**src/rtl/dtlb_buffer_nway.sv**
```systemverilog
// N-entry fully-associative data micro-TLB for the MEM stage.
// Hits translate combinationally; misses are refilled from the main TLB through an IDLE/LOOKUP/FILL sequence.
module dtlb_buffer_nway #(
  parameter int unsigned DEPTH  = 4,
  parameter int unsigned ASID_W = 8
) (
  input  logic              clk,
  input  logic              resetn,
  input  logic              flush,
  input  logic              req_valid,
  input  logic              req_store,
  input  logic [31:0]       vaddr,
  input  logic [ASID_W-1:0] cur_asid,
  input  logic [2:0]        cfg_k0,
  output logic [31:0]       paddr,
  output logic              is_cached,
  output logic              trans_ok,
  output logic              stall,
  output logic [2:0]        exc_code,
  output logic [18:0]       tlb_vpn2,
  input  logic              tlb_found,
  input  logic [ASID_W+69:0] tlb_entry
);

  localparam int unsigned IDX_W = $clog2(DEPTH);

  localparam logic [2:0] EXC_NONE  = 3'd0;
  localparam logic [2:0] EXC_REF_L = 3'd1;
  localparam logic [2:0] EXC_REF_S = 3'd2;
  localparam logic [2:0] EXC_INV_L = 3'd3;
  localparam logic [2:0] EXC_INV_S = 3'd4;
  localparam logic [2:0] EXC_MOD   = 3'd5;

  typedef struct packed {
    logic [18:0]       vpn2;
    logic [ASID_W-1:0] asid;
    logic              g;
    logic [19:0]       pfn0;
    logic [2:0]        c0;
    logic              d0;
    logic              v0;
    logic [19:0]       pfn1;
    logic [2:0]        c1;
    logic              d1;
    logic              v1;
  } entry_t;

  typedef enum logic [1:0] {
    S_IDLE   = 2'd0,
    S_LOOKUP = 2'd1,
    S_FILL   = 2'd2
  } state_t;

  state_t            r_state;
  entry_t            r_ent [DEPTH];
  logic [DEPTH-1:0]  r_valid;
  logic [IDX_W-1:0]  r_rr;
  logic [18:0]       r_vpn2;
  logic [ASID_W-1:0] r_asid;
  logic              r_found;
  entry_t            r_fill;
  logic              r_rec_valid;
  logic [18:0]       r_rec_vpn2;
  logic [ASID_W-1:0] r_rec_asid;

  logic [DEPTH-1:0]  w_hit;
  logic              w_hit_any;
  entry_t            w_sel;
  logic              w_unmapped;
  logic              w_idle;
  logic              w_rec_match;
  logic              w_start;
  logic [19:0]       w_pfn;
  logic [2:0]        w_c;
  logic              w_d;
  logic              w_v;
  logic              w_inplace;
  logic [IDX_W-1:0]  w_inplace_idx;
  logic              w_free;
  logic [IDX_W-1:0]  w_free_idx;
  logic [IDX_W-1:0]  w_victim;
  logic              w_replace;

  assign w_unmapped  = (vaddr[31:30] == 2'b10);
  assign w_idle      = (r_state == S_IDLE);
  assign w_rec_match = r_rec_valid && (r_rec_vpn2 == vaddr[31:13]) && (r_rec_asid == cur_asid);

  // Associative match; at most one entry may hit.
  always_comb begin
    w_hit     = '0;
    w_hit_any = 1'b0;
    w_sel     = '0;
    for (int unsigned i = 0; i < DEPTH; i++) begin
      w_hit[i] = r_valid[i] && (r_ent[i].vpn2 == vaddr[31:13]) &&
                 (r_ent[i].g || (r_ent[i].asid == cur_asid));
      if (w_hit[i]) begin
        w_hit_any = 1'b1;
        w_sel     = r_ent[i];
      end
    end
  end

  assign w_pfn = vaddr[12] ? w_sel.pfn1 : w_sel.pfn0;
  assign w_c   = vaddr[12] ? w_sel.c1   : w_sel.c0;
  assign w_d   = vaddr[12] ? w_sel.d1   : w_sel.d0;
  assign w_v   = vaddr[12] ? w_sel.v1   : w_sel.v0;

  assign w_start = w_idle && req_valid && !w_unmapped && !w_hit_any && !w_rec_match;

  // Translation result; suppressed while a refill is in flight.
  always_comb begin
    paddr     = '0;
    is_cached = 1'b0;
    trans_ok  = 1'b0;
    exc_code  = EXC_NONE;
    if (req_valid && w_idle) begin
      if (w_unmapped) begin
        paddr     = {3'b000, vaddr[28:0]};
        is_cached = !vaddr[29] && (cfg_k0 == 3'd3);
        trans_ok  = 1'b1;
      end else if (w_hit_any) begin
        paddr     = {w_pfn, vaddr[11:0]};
        is_cached = (w_c == 3'd3);
        if (!w_v) begin
          exc_code = req_store ? EXC_INV_S : EXC_INV_L;
        end else if (req_store && !w_d) begin
          exc_code = EXC_MOD;
        end else begin
          trans_ok = 1'b1;
        end
      end else if (w_rec_match) begin
        exc_code = req_store ? EXC_REF_S : EXC_REF_L;
      end
    end
  end

  assign stall    = w_start || !w_idle;
  assign tlb_vpn2 = (r_state == S_LOOKUP) ? r_vpn2 : vaddr[31:13];

  // Victim: same vpn2/asid in place, else lowest free slot, else round-robin.
  always_comb begin
    w_inplace     = 1'b0;
    w_inplace_idx = '0;
    w_free        = 1'b0;
    w_free_idx    = '0;
    for (int unsigned i = 0; i < DEPTH; i++) begin
      if (!w_inplace && r_valid[i] && (r_ent[i].vpn2 == r_fill.vpn2) &&
          (r_ent[i].asid == r_fill.asid)) begin
        w_inplace     = 1'b1;
        w_inplace_idx = IDX_W'(i);
      end
      if (!w_free && !r_valid[i]) begin
        w_free     = 1'b1;
        w_free_idx = IDX_W'(i);
      end
    end
  end

  assign w_replace = !w_inplace && !w_free;
  assign w_victim  = w_inplace ? w_inplace_idx : (w_free ? w_free_idx : r_rr);

  always_ff @(posedge clk or negedge resetn) begin
    if (!resetn) begin
      r_state     <= S_IDLE;
      r_valid     <= '0;
      r_rr        <= '0;
      r_vpn2      <= '0;
      r_asid      <= '0;
      r_found     <= 1'b0;
      r_fill      <= '0;
      r_rec_valid <= 1'b0;
      r_rec_vpn2  <= '0;
      r_rec_asid  <= '0;
      for (int unsigned i = 0; i < DEPTH; i++) r_ent[i] <= '0;
    end else if (flush) begin
      r_state     <= S_IDLE;
      r_valid     <= '0;
      r_rec_valid <= 1'b0;
    end else begin
      case (r_state)
        S_IDLE: begin
          if (w_start) begin
            r_vpn2  <= vaddr[31:13];
            r_asid  <= cur_asid;
            r_state <= S_LOOKUP;
          end
        end
        S_LOOKUP: begin
          r_found <= tlb_found;
          r_fill  <= tlb_entry;
          r_state <= S_FILL;
        end
        S_FILL: begin
          if (r_found) begin
            r_ent[w_victim]   <= r_fill;
            r_valid[w_victim] <= 1'b1;
            if (w_replace) r_rr <= (r_rr == IDX_W'(DEPTH - 1)) ? '0 : r_rr + 1'b1;
          end else begin
            r_rec_valid <= 1'b1;
            r_rec_vpn2  <= r_vpn2;
            r_rec_asid  <= r_asid;
          end
          r_state <= S_IDLE;
        end
        default: r_state <= S_IDLE;
      endcase
    end
  end

  a_single_hit: assert property (@(posedge clk) disable iff (!resetn) $onehot0(w_hit));

endmodule

```
**config.mk**
```make
export PLATFORM = sky130hd
export DESIGN_NAME = dtlb_buffer_nway
export DESIGN_NICKNAME = d
export VERILOG_FILES = /design/src/rtl/dtlb_buffer_nway.sv
export SDC_FILE = /design/constraint.sdc
export NUM_CORES = 1
export LEC_CHECK = 0
export BUFFER_PORTS_ARGS = -buffer_cell sky130_fd_sc_hd__buf_2
export CAP_MARGIN = 20
export CELL_PAD_IN_SITES_DETAIL_PLACEMENT = 0
export CELL_PAD_IN_SITES_GLOBAL_PLACEMENT = 2
export CORE_ASPECT_RATIO = 1.75
export CORE_MARGIN = 10
export CORE_UTILIZATION = 40
export DETAILED_ROUTE_END_ITERATION = 8
export GPL_TIMING_DRIVEN = 0
export HOLD_SLACK_MARGIN = 0.02
export MAX_ROUTING_LAYER = met4
export PLACE_DENSITY_LB_ADDON = 0.05
export SYNTH_ARGS = -nofsm -noshare
export SYNTH_HDL_FRONTEND = slang
export SYNTH_SLANG_ARGS = --single-unit
export TNS_END_PERCENT = 5
```
**constraint.sdc**
```tcl
create_clock -name clk -period 4.7 [get_ports clk]
set_input_delay 0.705 -clock clk [delete_from_list [all_inputs] [get_ports clk]]
set_output_delay 0.705 -clock clk [all_outputs]
set_load 0.02 [all_outputs]
```
### After elaboration in Yosys (flattened, before gate mapping)

Index checks and enable logic that the tools add are counted.

* add/sub/neg operators: 1
* $lt $le $gt $ge: 4
* eq/ne operators: 26
* mux-type cells: 63
* bitwise operators: 4
* reductions and logical operators: 64

Operators with widths (count)
* 312-bit bitwise mux: 1
* 50-bit two-way mux: 4
* 19-bit equality test: 9
* 78-bit demux with 2-bit select: 1
* 32-bit two-way mux: 3
* 78-bit two-way mux: 1
* 8-bit equality test: 9
* 1-bit logical AND: 33
* 1-bit two-way mux: 28
* 2-bit two-way mux: 11
* 3-bit two-way mux: 7
* 20-bit two-way mux: 1
* 19-bit two-way mux: 1
* 1-bit logical NOT: 16
* 4-bit two-way mux: 3
* 3-bit AND reduction: 3
* 2-bit equality test, second input constant: 3
* 3-bit by 2-bit equality test with 1-bit output, second input constant: 2
* 2-bit AND reduction: 3
* 1-bit logical OR: 5
* 4-bit OR: 1
* 2-bit case mux with 2 select lines: 1
* 4-bit AND reduction: 1
* 2-bit nonzero test: 2
* 12 further kinds: 13

* flip-flop bits (word level): 454
* input port bits: 127
* output and inout bits: 57
* word-level logic and storage cells: 226

### Logic depth before layout (Yosys ltp)

Gate-level depths: netlist (run 1).

* word-level depth: 28
* mapped depth: 13
* gate-level depth less buffers: 9

### Worst setup path after synthesis (run 1)

OpenSTA, ideal clock, no wires.

* path type: input -> output
* start point: in vaddr[20]
* end point: out paddr[29]
* arrival: 3115 ps
* data required time: 3995 ps
* path slack: 880 ps
* stages: 11
* cells stage by stage: buf_2 -> xor2_1 -> nor4_1 -> nand3_1 -> nor3_2 -> buf_4 -> buf_4 -> nand3_1 -> a311oi_1 -> a211oi_1 -> a211oi_1

* cells in the longest elaborated chain, start to end: 11

Ends and longest elaborated chain
* start, declared: line 12 `input logic [31:0] vaddr,`
* 19-bit equality test: line 94 `w_hit[i] = r_valid[i] && (r_ent[i].vpn2 == vaddr[31:13]) &&`
* 1-bit logical AND (2 in a row): line 94
* 50-bit two-way mux (4 in a row): line 96 `if (w_hit[i]) begin`
* 20-bit two-way mux: line 103 `assign w_pfn = vaddr[12] ? w_sel.pfn1 : w_sel.pfn0;`
* 32-bit two-way mux *: line 121 `end else if (w_hit_any) begin`
* 32-bit two-way mux *: line 117 `if (w_unmapped) begin`
* 32-bit two-way mux *: line 116 `if (req_valid && w_idle) begin`
* end, declared: line 15 `output logic [31:0] paddr,`

Mark *: on every way between the ends. The rest lies on a longest branch, timed or not.

### Worst setup path in the final report (run 1)

* start point: in vaddr[25]
* end point: out paddr[16]

The elaborated chain is that of the path after synthesis.

==> results.txt, run 1 <==
status - complete, no violations
CTS Root Cell - clkbuf_16
leak pwr - 12.1 nW
GRT overflow - 0
Final #Nets - 2087
Synth Area in Compound Gates - 0.0507
Power Density - 407 mW/mm²
Min-Delay Path Class - primary input to async pin
CP max FO - 10
simple-gate area share of the yosys netlist - 0.0658
initial antenna violation count - 2
gpl congestion - 0.902
syn_area_per_cell - 12.7 µm²
CP Capture Type - output port
vias in the first global route - 16000
HPWL Detailed - 57700 µm
total power - 10.5 mW
Synth Area in XOR/XNOR - 0.0961
clk_skew - 0.0137 ns
crit-path cells - buf_2, xnor2_2, nand4_1, nor3_4, nand3_4, clkbuf_2, clkbuf_2, nand3_1, a311oi_1, a21oi_1, a21oi_1, a22o_1, buf_2
vias post-DR - 14800
max_cap viols - 0
global-route wire length before repair - 112000 µm
Max stage delay cell, worst path - buf_2
DIE HEIGHT - 331 µm
grt met1 use - 0.253
Final TNS setup - 0 ns
DRT Pass-1 Iters - 5
die span in x - 198 µm
DP Worst Slack - -0.922 ns
WL/cell - 28.7 µm
GR peak layer - met2
PortBufs - 156
drt initial violations - 747
Fillers - 5176
Row Count - 114
worst-skew pair later-pin latency - 0.57 ns
minimum clock period - 4.62 ns
FFs w/ async S/R, synth - 1.00
Mapped Area - 0.0221 mm²
Core ar. - 0.0551 mm²
Setup CP Type - primary input to output port
met3 Use GR - 0.0264
CTS Sinks - 454
final worst-path cycle share - 0.982
commonest non-fill, non-tap cell in the layout - mux2_2
cells after synthesis - 1749
ANT nets after route - 0
FF-to-FF setup slack - 0.49 ns
Slew HR - 0.293
Die ar. - 0.0656 mm²
max incr delay on CP - 0.36 ns
post-synthesis register bit count - 454
Achievable Freq - 217 MHz
post-layout util - 0.467
diode count - 0
Initial Util - 0.402
IR drop worst, VDD - 0.293 mV
FF-to-FF End - r_ent[72]
fraction of layout cells with a size suffix above 1 - 0.434
Final Routed Wirelength - 77100 µm
cts bufs inserted - 45
Register-to-Register Path Depth - 12
Worst EP required - 3.99 ns
final setup vio count - 0
Hold Vio Cnt, Final - 0
H-tree depth - 2
Ys Warns - 0
post-synth net total - 1877
largest family of logic cells by synthesized area - multiplexers
Worst-Margin Slew - 1.05 ns
Worst Path Arrival - 3.91 ns
final setup margin - 0.0831 ns
CTS Buffer Depth - 3
Post-CTS Hold Buffers - 0
RSZ-0062 raised after global routing - yes
Worst setup SP type - primary input
number of flops mapped to enable cells by yosys - 0
Area Growth Syn to Fin - 16.0%
met2 Usage GRT - 0.445
largest net degree at the start of global routing - 108
Synth Area in Adders - 0.000565
vias per std cell - 5.51
multiplexer share of the synthesized area - 0.239
commonest cells after routing, fill and taps aside - 461 x mux2_2, 454 x dfrtp_1, 236 x buf_2, 124 x xor2_1, 118 x xnor2_1
num ports - 184
Clock transition at path regs - 0.07 ns
Final Max Tran Viols - 0
worst flop-to-flop path startpoint - r_fill[70]
Netlist cell types - 59
sequential area share after synthesis - 0.513
Global Route Usage Sum - 0.240
most common flop cell mapped by yosys - dfrtp_1
drt drc - 0
CTS tree - yes
## metal layers
metal | routed length [µm] | share of wire | up-vias
met3 | 2430 | 0.032 | 122
met2 | 42700 | 0.55 | 338
li1 | - | - | 6622
met5 | 0 | 0 | -
met1 | 28900 | 0.38 | 7735
met4 | 3090 | 0.040 | 0
## synthesized netlist by cell type, types with 2 or more instances
library cell,n,share of area
mux2_2,461,0.23
dfrtp_1,454,0.51
xor2_1,124,0.049
xnor2_1,119,0.047
buf_2,81,0.018
nand2_1,58,0.0098
nor2_1,55,0.0093
nand3_1,47,0.011
a21oi_1,41,0.0093
a311oi_1,40,0.016
clkbuf_1,38,0.0064
nand4_1,38,0.011
nor4_1,34,0.0096
a211oi_1,22,0.0075
a22o_1,17,0.0067
and2_1,15,0.0042
buf_4,13,0.0044
inv_1,8,0.0014
buf_6,7,0.0036
a21o_1,5,0.0017
mux2_1,5,0.0025
nand4b_1,5,0.0020
a31oi_1,4,0.0011
buf_1,4,0.00068
o21ai_0,4,0.00090
a41o_1,3,0.0014
nor2_2,3,0.00085
nor2b_1,3,0.00085
nor3_1,3,0.00068
and3_1,2,0.00056
nand2b_1,2,0.00056
nor3_2,2,0.00090
nor4_2,2,0.0011
nor4b_1,2,0.00079
o21a_1,2,0.00068
o22ai_1,2,0.00056
or2_2,2,0.00056
## area by class of cell
cell class / count / area [µm²] / area share
Tap cell: 696 / 871 / 0.0339
Multi-Input combinational cell: 1144 / 10200 / 0.399
Sequential cell: 454 / 11400 / 0.442
Buffer: 143 / 786 / 0.0306
Inverter: 8 / 30.0 / 0.00117
Timing Repair Buffer: 163 / 936 / 0.0364
Clock inverter: 11 / 109 / 0.00424
Clock buffer: 71 / 1370 / 0.0532
## worst max-delay path, delay by kind of cell
kind | cells | cell delay, ns
AO/OA/AOI/OAI | 4 | 0.78
XOR/XNOR | 1 | 0.22
AND/OR/NAND/NOR | 4 | 1.00
buffers and inverters | 4 | 1.16
## registers in the layout, summed over array words and instances, names as in the netlist
register     count
r_ent          312
r_fill          78
r_rec_vpn2      19
r_vpn2          19
r_asid           8
r_rec_asid       8
r_valid          4
r_rr             2
r_state          2
r_found          1
r_rec_valid      1
## power by group
group | switching [mW] | total, mW | internal, mW
Combinational | 0.977 | 1.86 | 0.878
Sequential | 0.455 | 4.91 | 4.45
Clock | 1.60 | 3.70 | 2.10
Total | 3.03 | 10.5 | 7.43
## kinds of logic after synthesis
logic type / count (synthesis)
mux: 469
buf+inv: 151
xor+xnor: 243
compound gates: 152
fa+ha+maj: 1
flops: 454
simple gates: 279
## metrics by stage
step | hold slack [ns] | instances | area [µm²]
after floorplan | 0.409 | 1749 | 22100
after global placement | 0.477 | 2601 | 23800
after detailed placement | 0.485 | 2605 | 23900
after CTS | 0.0519 | 2689 | 25600
after global routing | 0.0739 | 2690 | 25700
final | 0.0558 | 2690 | 25700
## worst max path at each step
stage	startpoint	end	slack, ns	cells past startpoint
after detailed placement	cur_asid[7]	paddr[18]	-0.92	12
final	vaddr[25]	paddr[16]	0.08	13
after global routing	r_ent[130]	paddr[18]	-0.02	13
after floorplan	vaddr[20]	paddr[29]	0.88	11
after global placement	resetn	r_fill[41]	-6.67	1
after CTS	r_ent[227]	is_cached	-0.11	11
## repair_timing
action / 4_1_cts / 5_1_grt
gates resized for setup: 39 / 38
pin swaps: 2 / 7
setup buffers: 2 / 1
setup endpoints to repair: 37 / 23
Power figures use the tool's default switching activity.
==> inputs of run 2 (changes only) <==
- CELL_PAD_IN_SITES_GLOBAL_PLACEMENT: 2 -> 1
==> run 2 against run 1 <==
Register-to-register slack better by 0.05 ns. Total power up 1.0%. Utilization up 0.089 points. Clock skew up 0.0043 ns. Non-clock buffer count unchanged. Die area unchanged. Setup slack worse by 0.019 ns.
==> results.txt, run 2 (synthesis gave the netlist of run 1 again) <==
Area Growth Syn to Fin - 16.3% (was 16.0%)
Largest Register - r_ent (unchanged)
Final TNS setup - 0 ns (unchanged)
Initial Util - 0.402 (unchanged)
global-route wire length before repair - 112000 µm (about the same)
IR drop worst, VDD - 0.291 mV (was 0.293 mV)
Row Count - 114 (unchanged)
initial antenna violation count - 1 (was 2)
ANT nets after route - 0 (unchanged)
PortBufs - 156 (unchanged)
CTS Sinks - 454 (unchanged)
commonest non-fill, non-tap cell in the layout - mux2_2 (unchanged)
CTS tree - yes (unchanged)
RSZ-0062 raised after global routing - yes (unchanged)
max FFs per register - 312 (unchanged)
DRT Pass-1 Iters - 5 (unchanged)
vias in the first global route - 15900 (was 16000)
Global Route Usage Sum - 0.240 (about the same)
Max stage delay cell, worst path - dfrtp_1 (was buf_2)
worst flop-to-flop path startpoint - r_fill[70] (unchanged)
FF-to-FF setup slack - 0.54 ns (was 0.49 ns)
largest registers - r_ent: 312 flops, r_fill: 78 flops (unchanged)
Final #Nets - 2087 (unchanged)
max incr delay on CP - 0.47 ns (was 0.36 ns)
final setup vio count - 0 (unchanged)
max_cap viols - 0 (unchanged)
CP max FO - 10 (unchanged)
final setup margin - 0.0644 ns (was 0.0831 ns)
worst-skew pair later-pin latency - 0.58 ns (was 0.57 ns)
Die ar. - 0.0656 mm² (unchanged)
clk_skew - 0.0180 ns (was 0.0137 ns)
status - complete, no violations (unchanged)
commonest cells after routing, fill and taps aside - 461 x mux2_2, 454 x dfrtp_1, 233 x buf_2, 124 x xor2_1, 118 x xnor2_1 (was 461 x mux2_2, 454 x dfrtp_1, 236 x buf_2, 124 x xor2_1, 118 x xnor2_1)
CTS Buffer Depth - 3 (unchanged)
Final Max Tran Viols - 0 (unchanged)
Achievable Freq - 216 MHz (was 217 MHz)
Core ar. - 0.0551 mm² (unchanged)
leak pwr - 12.2 nW (was 12.1 nW)
Final Routed Wirelength - 76600 µm (was 77100 µm)
die span in x - 198 µm (unchanged)
num ports - 184 (unchanged)
CTS Root Cell - clkbuf_16 (unchanged)
Min-Delay Path Class - primary input to async pin (unchanged)
Slew HR - 0.288 (was 0.293)
Worst Path Arrival - 3.93 ns (was 3.91 ns)
cts bufs inserted - 45 (unchanged)
vias post-DR - 14800 (about the same)
WL/cell - 28.5 µm (was 28.7 µm)
Hold Vio Cnt, Final - 0 (unchanged)
Worst EP required - 3.99 ns (about the same)
Register-to-Register Path Depth - 12 (unchanged)
Clock transition at path regs - 0.06 ns (was 0.07 ns)
Setup CP Type - flip-flop to output port (was primary input to output port)
FF-to-FF End - r_ent[70] (was r_ent[72])
fraction of layout cells with a size suffix above 1 - 0.435 (was 0.434)
DP Worst Slack - -0.864 ns (was -0.922 ns)
minimum clock period - 4.64 ns (was 4.62 ns)
CP Capture Type - output port (unchanged)
DIE HEIGHT - 331 µm (unchanged)
Worst setup SP type - flip-flop (was primary input)
drt initial violations - 731 (was 747)
HPWL Detailed - 57600 µm (was 57700 µm)
Power Density - 410 mW/mm² (was 407 mW/mm²)
crit-path cells - xnor2_4, nand4_1, nor3_4, and3_1, buf_4, nand2_1, a311o_1, a31oi_2, mux2_4, a21oi_2, buf_2 (was buf_2, xnor2_2, nand4_1, nor3_4, nand3_4, clkbuf_2, clkbuf_2, nand3_1, a311oi_1, a21oi_1, a21oi_1, a22o_1, buf_2)
GRT overflow - 0 (unchanged)
vias per std cell - 5.50 (was 5.51)
largest net degree at the start of global routing - 117 (was 108)
H-tree depth - 2 (unchanged)
Post-CTS Hold Buffers - 0 (unchanged)
Worst-Margin Slew - 1.07 ns (was 1.05 ns)
final worst-path cycle share - 0.986 (was 0.982)
drt drc - 0 (unchanged)
gpl congestion - 0.873 (was 0.902)
[run 2: cell count changes in the layout (fill, tap and decap cells not counted), moves of 3 or more]
| cell | change |
|---|---|
| clkinv_2 | -3 |
| clkbuf_2 | +3 |
| a21oi_1 | -4 |
| buf_4 | +4 |
| buf_2 | -3 |
| nor4_2 | -3 |
| clkbuf_8 | +3 |
| a211oi_1 | +4 |
| nor4_1 | +3 |
| a211oi_2 | -4 |
| a21oi_2 | +5 |
[run 2: where the power goes]
group / switching, mW / internal (mW)
sequential: 0.466 / 4.45
clock: 1.60 / 2.20
combinational: 0.968 / 0.877
total: 3.04 / 7.53
[run 2: critical path: cells and delay by family, from the launching register on]
family	cells	cell delay, ns
DFF	1	0.47
xor gates and xnor gates	1	0.29
buffers and inverters	2	0.43
and+or+nand+nor	4	1.01
AOI/OAI and AO/OA	3	0.82
muxes	1	0.34
[run 2: area by class of cell]
class	instances	area [µm²]
flip-flops and latches	454	11400
well taps	696	871
clock buffers	73	1400
fillers	5176	29300
inverters	8	30.0
multi-input cells	1144	10200
plain buffers	143	793
diodes	1	2.50
repair buffers	163	923
clock inverters	9	124
[run 2: per-layer routing]
layer	up-vias	GRT usage	wire (µm)
li1	6639	-	-
met1	7710	0.249	27900
met2	326	0.448	43100
met3	121	0.0256	2300
met4	0	0.0962	3260
met5	-	-	0
[run 2: how the worst max path moves through the flow]
stage                     depth (start not counted)       start  slack, ns           to
after floorplan                                  11   vaddr[20]       0.88    paddr[29]
after global placement                            1      resetn      -6.62   r_fill[41]
after detailed placement                         13   vaddr[25]      -0.86    paddr[24]
after CTS                                        12  r_ent[147]     0.0009    paddr[22]
after global routing                             11  r_ent[136]      -0.02    paddr[29]
final                                            11  r_ent[227]       0.06  exc_code[0]
[run 2: what timing repair did]
| item | in CTS | in global routing |
|---|---|---|
| pin swaps | 3 | 4 |
| gates resized for setup | 58 | 16 |
| setup buffers | 2 | 1 |
| setup endpoints to repair | 34 | 21 |
[run 2: stage by stage]
step / instance area [µm²] / cells / utilization / total power [mW] / hold WS (ns)
finish: 25700 / 2691 / 0.468 / 10.6 / 0.0895
global route: 25700 / 2691 / 0.468 / 11.0 / 0.157
CTS: 25700 / 2689 / 0.466 / 10.7 / 0.121
detailed placement: 23900 / 2605 / 0.434 / 6.84 / 0.492
global placement: 23800 / 2601 / 0.432 / 6.78 / 0.483
floorplan: 22100 / 1749 / - / 6.06 / 0.409
